$ cat src/rtl/mem_ctrl_pkg.sv
// mem_ctrl_pkg
//   Shared widths, FSM state encodings, access-size encodings and a small
//   helper for the byte-wide memory controller.
//   No ports; imported by mem_ctrl_if and mem_ctrl.
package mem_ctrl_pkg;

    localparam int MemAddrBus = 32;
    localparam int RegBus     = 32;
    localparam int ByteBus    = 8;

    localparam logic True  = 1'b1;
    localparam logic False = 1'b0;

    // One state register covers both the arbiter (IDLE) and the byte sequencer.
    typedef enum logic [1:0] {
        MemCtrlIdle = 2'd0,
        IfRd        = 2'd1,
        MemRd       = 2'd2,
        MemWr       = 2'd3
    } state_e;

    // mem_size_i encodings; 2'd3 is treated as a word as well.
    localparam logic [1:0] SizeByte = 2'd0;
    localparam logic [1:0] SizeHalf = 2'd1;
    localparam logic [1:0] SizeWord = 2'd2;

    // Which side received the most recent grant.
    typedef enum logic {
        GrantIf  = 1'b0,
        GrantMem = 1'b1
    } grant_e;

    // Number of RAM byte cycles for a data access of the given size.
    function automatic logic [2:0] size_to_count(input logic [1:0] size);
        logic [2:0] count;
        count = 3'd4;
        case (size)
            SizeByte:       count = 3'd1;
            SizeHalf:       count = 3'd2;
            SizeWord, 2'd3: count = 3'd4;
            default:        count = 3'd4;
        endcase
        return count;
    endfunction

endpackage

$ cat src/rtl/mem_ctrl_if.sv
// mem_ctrl_if
//   Bundles the I-cache refill port, the MEM-stage load/store port and the
//   8-bit synchronous RAM bus of mem_ctrl.
//   I-fetch : branch_error, if_request_i, if_addr_i -> if_data_o, if_done_o
//   MEM     : mem_request_i, mem_we_i, mem_size_i, mem_addr_i, mem_wdata_i
//             -> mem_rdata_o, mem_done_o
//   RAM     : ram_din_i -> ram_dout_o, ram_a_o, ram_wr_o
//   Modports: slave = the controller, master = requesters plus RAM.
interface mem_ctrl_if;
    import mem_ctrl_pkg::*;

    logic                  branch_error;
    logic                  if_request_i;
    logic [MemAddrBus-1:0] if_addr_i;
    logic [ByteBus-1:0]    if_data_o;
    logic                  if_done_o;

    logic                  mem_request_i;
    logic                  mem_we_i;
    logic [1:0]            mem_size_i;
    logic [MemAddrBus-1:0] mem_addr_i;
    logic [RegBus-1:0]     mem_wdata_i;
    logic [RegBus-1:0]     mem_rdata_o;
    logic                  mem_done_o;

    logic [ByteBus-1:0]    ram_din_i;
    logic [ByteBus-1:0]    ram_dout_o;
    logic [MemAddrBus-1:0] ram_a_o;
    logic                  ram_wr_o;

    modport slave (
        input  branch_error, if_request_i, if_addr_i,
        input  mem_request_i, mem_we_i, mem_size_i, mem_addr_i, mem_wdata_i,
        input  ram_din_i,
        output if_data_o, if_done_o, mem_rdata_o, mem_done_o,
        output ram_dout_o, ram_a_o, ram_wr_o
    );

    modport master (
        output branch_error, if_request_i, if_addr_i,
        output mem_request_i, mem_we_i, mem_size_i, mem_addr_i, mem_wdata_i,
        output ram_din_i,
        input  if_data_o, if_done_o, mem_rdata_o, mem_done_o,
        input  ram_dout_o, ram_a_o, ram_wr_o
    );

endinterface

$ cat src/rtl/mem_ctrl.sv
// mem_ctrl
//   Arbitrates the I-cache byte-fetch port and the MEM-stage load/store port
//   onto one 8-bit synchronous RAM, serialising 1/2/4-byte data accesses into
//   byte cycles. Ties alternate between the two sides.
//   Ports:
//     clk - system clock, rising edge
//     rst - synchronous, active-low reset
//     bus - mem_ctrl_if.slave (request ports, completion ports, RAM bus)
//   RAM address/data/strobe are registered; done pulses and read data are
//   decoded from the state and ram_din_i in the completion cycle.
module mem_ctrl
    import mem_ctrl_pkg::*;
(
    input  logic       clk,
    input  logic       rst,
    mem_ctrl_if.slave  bus
);

    state_e                r_state,      w_state_nxt;
    logic [2:0]            r_k,          w_k_nxt;
    logic [2:0]            r_n,          w_n_nxt;
    logic [RegBus-1:0]     r_wdata,      w_wdata_nxt;
    logic [RegBus-1:0]     r_rdata,      w_rdata_nxt;
    grant_e                r_last_grant, w_last_grant_nxt;
    logic [MemAddrBus-1:0] r_ram_a,      w_ram_a_nxt;
    logic [ByteBus-1:0]    r_ram_dout,   w_ram_dout_nxt;
    logic                  r_ram_wr,     w_ram_wr_nxt;

    logic                  w_if_req;
    logic                  w_grant_mem;
    logic [1:0]            w_cap_idx;
    logic [1:0]            w_next_idx;
    logic [RegBus-1:0]     w_rdata_cap;
    logic                  w_if_done;
    logic                  w_mem_done;
    logic [ByteBus-1:0]    w_if_data;
    logic [RegBus-1:0]     w_mem_rdata;

    // A fetch request is invisible while a branch is being resolved.
    assign w_if_req = bus.if_request_i & ~bus.branch_error;

    // MEM wins alone, or on a tie when IF had the previous grant.
    assign w_grant_mem = bus.mem_request_i & (~w_if_req | (r_last_grant == GrantIf));

    // Read data lags its address by one cycle, so count k lands byte k-1.
    // In the completion cycle k equals n, which selects the last byte.
    assign w_cap_idx  = r_k[1:0] - 2'd1;
    assign w_next_idx = r_k[1:0] + 2'd1;

    always_comb begin
        w_rdata_cap = r_rdata;
        w_rdata_cap[{w_cap_idx, 3'b000} +: ByteBus] = bus.ram_din_i;
    end

    always_comb begin
        // NOTE: every signal driven here gets a default first, so no path can leave one unassigned and infer a latch.
        w_state_nxt      = r_state;
        w_k_nxt          = r_k;
        w_n_nxt          = r_n;
        w_wdata_nxt      = r_wdata;
        w_rdata_nxt      = r_rdata;
        w_last_grant_nxt = r_last_grant;
        w_ram_a_nxt      = r_ram_a;
        w_ram_dout_nxt   = r_ram_dout;
        w_ram_wr_nxt     = False;
        w_if_done        = False;
        w_mem_done       = False;
        w_if_data        = '0;
        w_mem_rdata      = '0;

        case (r_state)
            MemCtrlIdle: begin
                w_k_nxt = '0;
                if (w_grant_mem) begin
                    w_state_nxt      = bus.mem_we_i ? MemWr : MemRd;
                    w_n_nxt          = size_to_count(bus.mem_size_i);
                    w_wdata_nxt      = bus.mem_wdata_i;
                    w_rdata_nxt      = '0;
                    w_last_grant_nxt = GrantMem;
                    w_ram_a_nxt      = bus.mem_addr_i;
                    w_ram_dout_nxt   = bus.mem_we_i ? bus.mem_wdata_i[ByteBus-1:0] : '0;
                    w_ram_wr_nxt     = bus.mem_we_i;
                end else if (w_if_req) begin
                    w_state_nxt      = IfRd;
                    w_last_grant_nxt = GrantIf;
                    w_ram_a_nxt      = bus.if_addr_i;
                    w_ram_dout_nxt   = '0;
                end
            end

            IfRd: begin
                if (bus.branch_error) begin
                    // Abandon the fetch silently, wherever it is.
                    w_state_nxt = MemCtrlIdle;
                    w_k_nxt     = '0;
                end else if (r_k == 3'd0) begin
                    w_k_nxt = 3'd1;
                end else begin
                    w_if_done   = True;
                    w_if_data   = bus.ram_din_i;
                    w_state_nxt = MemCtrlIdle;
                    w_k_nxt     = '0;
                end
            end

            MemRd: begin
                if (r_k == r_n) begin
                    w_mem_done  = True;
                    w_mem_rdata = w_rdata_cap;
                    w_state_nxt = MemCtrlIdle;
                    w_k_nxt     = '0;
                end else begin
                    if (r_k != 3'd0) begin
                        w_rdata_nxt = w_rdata_cap;
                    end
                    if (r_k < r_n - 3'd1) begin
                        w_ram_a_nxt = r_ram_a + 32'd1;
                    end
                    w_k_nxt = r_k + 3'd1;
                end
            end

            MemWr: begin
                if (r_k == r_n) begin
                    w_mem_done  = True;
                    w_state_nxt = MemCtrlIdle;
                    w_k_nxt     = '0;
                end else begin
                    w_k_nxt = r_k + 3'd1;
                    // After the last byte the strobe falls back to its default of 0.
                    if (r_k < r_n - 3'd1) begin
                        w_ram_a_nxt    = r_ram_a + 32'd1;
                        w_ram_wr_nxt   = True;
                        w_ram_dout_nxt = r_wdata[{w_next_idx, 3'b000} +: ByteBus];
                    end
                end
            end

            default: begin
                w_state_nxt = MemCtrlIdle;
                w_k_nxt     = '0;
            end
        endcase
    end

    // NOTE: registers take non-blocking assignments so every one of them samples the values from before the edge.
    always_ff @(posedge clk) begin
        if (!rst) begin
            r_state      <= MemCtrlIdle;
            r_k          <= '0;
            r_n          <= '0;
            r_wdata      <= '0;
            r_rdata      <= '0;
            r_last_grant <= GrantIf;
            r_ram_a      <= '0;
            r_ram_dout   <= '0;
            r_ram_wr     <= False;
        end else begin
            r_state      <= w_state_nxt;
            r_k          <= w_k_nxt;
            r_n          <= w_n_nxt;
            r_wdata      <= w_wdata_nxt;
            r_rdata      <= w_rdata_nxt;
            r_last_grant <= w_last_grant_nxt;
            r_ram_a      <= w_ram_a_nxt;
            r_ram_dout   <= w_ram_dout_nxt;
            r_ram_wr     <= w_ram_wr_nxt;
        end
    end

    assign bus.ram_a_o     = r_ram_a;
    assign bus.ram_dout_o  = r_ram_dout;
    assign bus.ram_wr_o    = r_ram_wr;
    assign bus.if_done_o   = w_if_done;
    assign bus.if_data_o   = w_if_data;
    assign bus.mem_done_o  = w_mem_done;
    assign bus.mem_rdata_o = w_mem_rdata;

endmodule

$ cat src/flat_wrapper.sv
// flat-port wrapper written by rule: the top's interface ports become plain ports
module mem_ctrl_flat import mem_ctrl_pkg::*;
  (clk, rst, bus_branch_error, bus_if_request_i, bus_if_addr_i, bus_mem_request_i, bus_mem_we_i, bus_mem_size_i, bus_mem_addr_i, bus_mem_wdata_i, bus_ram_din_i, bus_if_data_o, bus_if_done_o, bus_mem_rdata_o, bus_mem_done_o, bus_ram_dout_o, bus_ram_a_o, bus_ram_wr_o);
  mem_ctrl_if bus_i ();
  input  logic clk;
  input  logic rst;
  input wire logic [$bits(bus_i.branch_error)-1:0] bus_branch_error;
  input wire logic [$bits(bus_i.if_request_i)-1:0] bus_if_request_i;
  input wire logic [$bits(bus_i.if_addr_i)-1:0] bus_if_addr_i;
  input wire logic [$bits(bus_i.mem_request_i)-1:0] bus_mem_request_i;
  input wire logic [$bits(bus_i.mem_we_i)-1:0] bus_mem_we_i;
  input wire logic [$bits(bus_i.mem_size_i)-1:0] bus_mem_size_i;
  input wire logic [$bits(bus_i.mem_addr_i)-1:0] bus_mem_addr_i;
  input wire logic [$bits(bus_i.mem_wdata_i)-1:0] bus_mem_wdata_i;
  input wire logic [$bits(bus_i.ram_din_i)-1:0] bus_ram_din_i;
  output wire logic [$bits(bus_i.if_data_o)-1:0] bus_if_data_o;
  output wire logic [$bits(bus_i.if_done_o)-1:0] bus_if_done_o;
  output wire logic [$bits(bus_i.mem_rdata_o)-1:0] bus_mem_rdata_o;
  output wire logic [$bits(bus_i.mem_done_o)-1:0] bus_mem_done_o;
  output wire logic [$bits(bus_i.ram_dout_o)-1:0] bus_ram_dout_o;
  output wire logic [$bits(bus_i.ram_a_o)-1:0] bus_ram_a_o;
  output wire logic [$bits(bus_i.ram_wr_o)-1:0] bus_ram_wr_o;
  assign bus_i.branch_error = bus_branch_error;
  assign bus_i.if_request_i = bus_if_request_i;
  assign bus_i.if_addr_i = bus_if_addr_i;
  assign bus_i.mem_request_i = bus_mem_request_i;
  assign bus_i.mem_we_i = bus_mem_we_i;
  assign bus_i.mem_size_i = bus_mem_size_i;
  assign bus_i.mem_addr_i = bus_mem_addr_i;
  assign bus_i.mem_wdata_i = bus_mem_wdata_i;
  assign bus_i.ram_din_i = bus_ram_din_i;
  assign bus_if_data_o = bus_i.if_data_o;
  assign bus_if_done_o = bus_i.if_done_o;
  assign bus_mem_rdata_o = bus_i.mem_rdata_o;
  assign bus_mem_done_o = bus_i.mem_done_o;
  assign bus_ram_dout_o = bus_i.ram_dout_o;
  assign bus_ram_a_o = bus_i.ram_a_o;
  assign bus_ram_wr_o = bus_i.ram_wr_o;
  mem_ctrl u_core (.clk(clk), .rst(rst), .bus(bus_i));
endmodule
$ cat config.mk
export PLATFORM = sky130hd
export DESIGN_NAME = mem_ctrl_flat
export DESIGN_NICKNAME = d
export VERILOG_FILES = /design/src/rtl/mem_ctrl_pkg.sv /design/src/rtl/mem_ctrl_if.sv /design/src/rtl/mem_ctrl.sv /design/src/flat_wrapper.sv
export SDC_FILE = /design/constraint.sdc
export NUM_CORES = 1
export LEC_CHECK = 0
export BUFFER_PORTS_ARGS = -buffer_cell sky130_fd_sc_hd__clkbuf_2
export CAP_MARGIN = 20
export CORE_AREA = 2 2 117 119
export DETAILED_ROUTE_END_ITERATION = 12
export DIE_AREA = 0 0 119 121
export MAX_ROUTING_LAYER = met4
export PLACE_DENSITY = 0.77
export SLEW_MARGIN = 10
export SYNTH_ARGS = -nofsm -noshare
export SYNTH_HDL_FRONTEND = slang
export SYNTH_SLANG_ARGS = --single-unit
$ cat constraint.sdc
create_clock -name clk -period 3.1 [get_ports clk]
set_clock_uncertainty 0.15 [all_clocks]
set_input_delay 0.465 -clock clk [delete_from_list [all_inputs] [get_ports clk]]
set_output_delay 0.465 -clock clk [all_outputs]
set_load 0.05 [all_outputs]
======== After elaboration in Yosys (flattened, before gate mapping) ========
Index checks and enable logic that the tools add are counted.
word-level totals
  bits in registers ....................... 114
  latch bits .............................. 0
  RAM bits ................................ 0
  memory bits (read-only) ................. 0
  output and inout bits ................... 83
  logic and storage cells ................. 102
  memories ................................ 0
operators by class
  add/sub/neg operators ................... 6
  multiply operators ...................... 0
  divide/modulo/power cells ............... 0
  magnitude comparators ................... 1
  eq/ne operators ......................... 17
  shift operators ......................... 3
  multiplexer cells ....................... 44
  bitwise operators ....................... 6
  reduce and logical (&&, ||, !) cells .... 16
operators with widths
  operator                  count
  $mux W32                  9
  $pmux W32 S2              2
  $mux W8                   8
  $add A32 B1 Y32 const B   1
  $bwmux W32                1
  $shift A8 B7 Y32 const A  1
  $shiftx A32 B6 Y8         1
  $shiftx A8 B7 Y32         1
  $pmux W3 S3               2
  $pmux W8 S2               1
  $mux W1                   12
  $reduce_and A4 Y1         3
  $mux W2                   5
  $ne A2 B1 Y1 const B      5
  $eq A2 B2 Y1 const B      4
  $reduce_bool A2 Y1        4
  $neg A5 Y7                1
  $mux W3                   2
  $ne A2 B2 Y1 const B      3
  $pmux W2 S3               1
  $eq A2 B1 Y1 const B      2
  $logic_not A2 Y1          2
  $reduce_and A2 Y1         2
  $reduce_or A2 Y1          2
  other kinds (15)          18

======== Depth between registers and ports, before layout ========
  depth in word-level cells ............... 7
  depth in mapped cells ................... 11
  mapped depth without buffers ............ 9

======== Worst setup path after synthesis ========
No wires, ideal clock.
  path type ............................... reg2out
  from .................................... reg u_core.r_k[0]
  to ...................................... out bus_if_data_o[0]
  arrival time ............................ 3.068 ns
  path slack .............................. -0.583 ns
  cell stages (with the launch flop) ...... 7
  buffers on the path ..................... 1
  cells stage by stage .................... dfxtp_1 -> inv_1 -> ha_1 -> clkbuf_1 -> nor2b_1 -> nor3b_1 -> and2_1
on the way
  word-level cells in the longest chain between the ends .. 4
RTL lines
  item                      RTL line            text
  start: declaration        mem_ctrl.sv:20      logic [2:0] r_k, w_k_nxt;
  start signal: assignment  mem_ctrl.sv:160     r_k <= w_k_nxt;
  $logic_not A3 Y1          mem_ctrl.sv:96      end else if (r_k == 3'd0) begin
  $mux W8                   mem_ctrl.sv:96
  $mux W8                   mem_ctrl.sv:92      if (bus.branch_error) begin
  $mux W8                   mem_ctrl.sv:71      case (r_state)
  end: declaration          flat_wrapper.sv:16  output wire logic [$bits(bus_i.if_data_o)-1:0] bus_if_data_o;
Every way passes these cells.

======== Final worst setup path ========
  from .................................... reg u_core.r_k[0]
  to ...................................... out bus_mem_rdata_o[10]
on the way
  word-level cells in the longest chain between the ends .. 6
  elaborated cells between the ends (all ways) .. 8
  those cells by class .................... 2 x add/sub; 1 x eq/ne; 2 x shift; 3 x mux
RTL lines
  item                                                          RTL line            text
  $sub A2 B1 Y2                                                 mem_ctrl.sv:47      assign w_cap_idx = r_k[1:0] - 2'd1;
  $neg A5 Y7                                                    mem_ctrl.sv:52      w_rdata_cap[{w_cap_idx, 3'b000} +: ByteBus] = bus.ram_din_i;
  $shiftx A8 B7 Y32 / $shift A8 B7 Y32 (equally long branches)  mem_ctrl.sv:52
  $bwmux W32                                                    mem_ctrl.sv:52
  $mux W32 *                                                    mem_ctrl.sv:107     if (r_k == r_n) begin
  $mux W32 *                                                    mem_ctrl.sv:71
  end: declaration                                              flat_wrapper.sv:18  output wire logic [$bits(bus_i.mem_rdata_o)-1:0] bus_mem_rdata_o;
Mark *: on every way between the ends. The rest lies on a longest branch, timed or not.

==> impl_metrics.csv <==
group,metric,value,unit
status,status,"completed",
timing,hold_viol_final,0,
finish,layout.nets,1156,
logic_synthesis,synth_area_leaders,"dfxtp_1 (35%), nand2_1 (10%), a21oi_1 (9.7%), nand3_1 (3.2%), ha_1 (3.1%)",
timing,max_clock_freq,338,MHz
timing,rsz0062_at_grt,"no",
route,drtIter0Drc,656,
logic_synthesis,yosysTopAreaCell,"dfxtp_1",
timing,fin_hold_ws,0.128,ns
logic_synthesis,synth_area,6470,sq um
route,via_per_inst,5.66,
route,wire_per_inst,15.7,microns
global_routing,grt_pass1_wl,31200,microns
logic_synthesis,synthArstFlopShare,0,%
finish,fill_cells,1096,
worst_setup_path,path_class,"reg -> out",
floorplan,num_rows,42,
timing,tightest_slew,0.724,ns
global_routing,grtUsageTotal,27.3,%
logic_synthesis,yosysMostFrequentCell,"nand2_1",
power_and_ir_drop,ir_drop,0.000529,V
floorplan,core,13100,sq um
timing,setup_viol,0,
route,antenna_left,0,
worst_setup_path,critPathCaptureType,"primary output",
clock_tree,cts_setup_buffers,0,
finish,drive_gt1_share,28.6,%
logic_synthesis,ys_types,58,
clock_tree,clock-sinks,114,
logic_synthesis,ys_top_cells_by_count,"nand2_1 (173), a21oi_1 (125), dfxtp_1 (114)",
placement,place.gp.congestion,0.884,
clock_tree,clkSlewWorstSetupHoldPaths,0.06,ns
timing,fin_crit,2.96,ns
global_routing,grt_overflow_total,0,
timing,slew_headroom,51.7,%
min_path,hold_path_depth,3,
logic_synthesis,synth_edf_count,0,
logic_synthesis,synthCells,850,
finish,synthToLayoutAreaGrowth,33.4,%
logic_synthesis,synth_top_area_share,35.3,%
finish,fin_area,8630,sq um
clock_tree,cts_made_buffers,17,
floorplan,die_w,119,microns
floorplan,io_pins,195,
clock_tree,cts_tree,"built",
floorplan,initial_core_util,49.5,%
placement,io_buffers,194,
route,routed_wl,19100,microns
placement,hpwl,13700,microns
clock_tree,cts_hold_buf,0,
floorplan,die_y,121,microns
route,drc_errors,0,
worst_setup_path,critPathLaunchType,"register",
clock_tree,cts_max_level,4,
global_routing,grt_max_degree,36,
worst_setup_path,cp_data_arrival_time,2.35,ns
placement,place_area,7970,sq um
clock_tree,cts_buffer_depth,2,
worst_setup_path,crit_fanout,27,
route,vias,6888,
power_and_ir_drop,p_leak,3.62,nW
finish,num_antenna_cells,0,
logic_synthesis,ys.flop_type,"dfxtp_1",
power_and_ir_drop,p_per_area,659,nW/um^2
logic_synthesis,synth.avg_cell_area,7.61,sq um
route,firstDrtPassIters,5,
global_routing,first_global_vias,6391,
logic_synthesis,yosysSeqAreaShare,35.3,%
worst_setup_path,worstRegToRegCells,10,
timing,period_share,95.6,%
flow_run,cap_violations,0,
floorplan,die-area,14400,sq um
global_routing,grt_antenna_before_repair,0,
timing,report.final.slew_viol_count,0,
clock_tree,clk_latency,0.40,ns
logic_synthesis,synth_seq_cells,114,
min_path,hp-class,"in -> reg",
clock_tree,root_buffer,"clkbuf_16",
logic_synthesis,yosysWarnings,0,
logic_synthesis,synth_fp_nets,978,
worst_setup_path,critPathRequiredTime,2.48,ns
## cell families (layout without fill, tap and decap cells)
kind of cell | Yosys count | in the layout | synth area share (%)
adder cells (fa/ha/maj) | 16 | 16 | 3.09
XOR/XNOR | 4 | 4 | 0.541
flip-flops | 114 | 114 | 35.3
multiplexers | 20 | 20 | 4.66
AO/OA/AOI/OAI | 237 | 237 | 22.9
AND/OR/NAND/NOR | 381 | 381 | 28.6
buffers and inverters | 78 | 268 | 4.91
## report_power, final
part | switching [W] | total [W] | internal [W] | leakage, nW
sequential | 0.000171 | 0.00181 | 0.00164 | 0.932
clock | 0.000727 | 0.00208 | 0.00135 | 0.301
combinational | 0.00121 | 0.00179 | 0.000579 | 2.38
## cells in the final DEF (no fill, tap or decap), types with 17 or more instances in the layout
master     netlist  routed
nand2b_1        25      25
nand3_1         41      41
buf_4            2      26
o21ai_0         31      31
nor2b_1         19      19
nand2_1        173     173
clkbuf_16        0      17
buf_12           0      22
a21oi_1        125     120
clkbuf_2         0     168
dfxtp_1        114     113
nor2_1          37      33
nor3_1          20      20
## critical path, cell delays in order (launching register included)
cell     delay, ns
dfxtp_2       0.41
inv_1         0.12
ha_1          0.33
nor3_2        0.21
nand2_1       0.18
buf_6         0.23
a21oi_1       0.27
buf_12        0.18
## path summary, 6_finish.rpt
kind                       startpoint                endpoint  slack [ns]
setup / recovery        u_core.r_k[0]     bus_mem_rdata_o[10]        0.14
hold reg to reg    u_core.r_wdata[15]      u_core.r_wdata[15]        0.30
hold / removal    bus_mem_wdata_i[31]      u_core.r_wdata[31]        0.13
setup reg to reg        u_core.r_n[1]  u_core.bus.ram_a_o[19]        0.31
## area by class of cell
class                   count  area, sq um  share of cell area, %
multi-input cells         658         3920                   45.4
well taps                 176          220                   2.55
clock buffers              17          425                   4.93
inverters                  14         52.6                  0.609
clock inverters            14          205                   2.38
flip-flops and latches    114         2280                   26.4
repair buffers            223         1530                   17.7
## metal layers
| layer | part of all wire (%) | GRT usage (%) | up-vias |
|---|---|---|---|
| met1 | 44 | 35.3 | 3211 |
| met2 | 49 | 43.4 | 269 |
| met3 | 6.2 | 5.17 | 19 |
| li1 | - | - | 3389 |
| met4 | 1.3 | 8.71 | 0 |
| met5 | 0 | - | - |
## registers in the layout, summed over array words and instances (netlist names)
signal / flops
u_core.r_n: 3
u_core.r_last_grant: 1
u_core.r_k: 3
u_core.r_wdata: 32
u_core.r_rdata: 32
u_core.bus.ram_a_o: 32
u_core.bus.ram_wr_o: 1
u_core.bus.ram_dout_o: 8
u_core.r_state: 2
## stage by stage
stage	total power, W	std cells	setup slack (ns)	utilization, %	setup TNS (ns)
final	0.00569	1216	0.137	66.0	0
after global routing	0.00595	1216	0.0185	66.0	0
after CTS	0.00569	1216	-0.0201	65.9	-0.0760
after detailed placement	0.00361	1185	0.304	60.9	0
after global placement	0.00359	1185	0.381	60.9	0
after floorplan	0.00309	850	0.0742	-	0
## timing repair
action                                 in CTS  in global routing
endpoints found under the hold margin       0                  0
setup endpoints to repair                   8                 38
resized for setup                           7                 10
No activity file was read; power rests on OpenSTA's default activity.
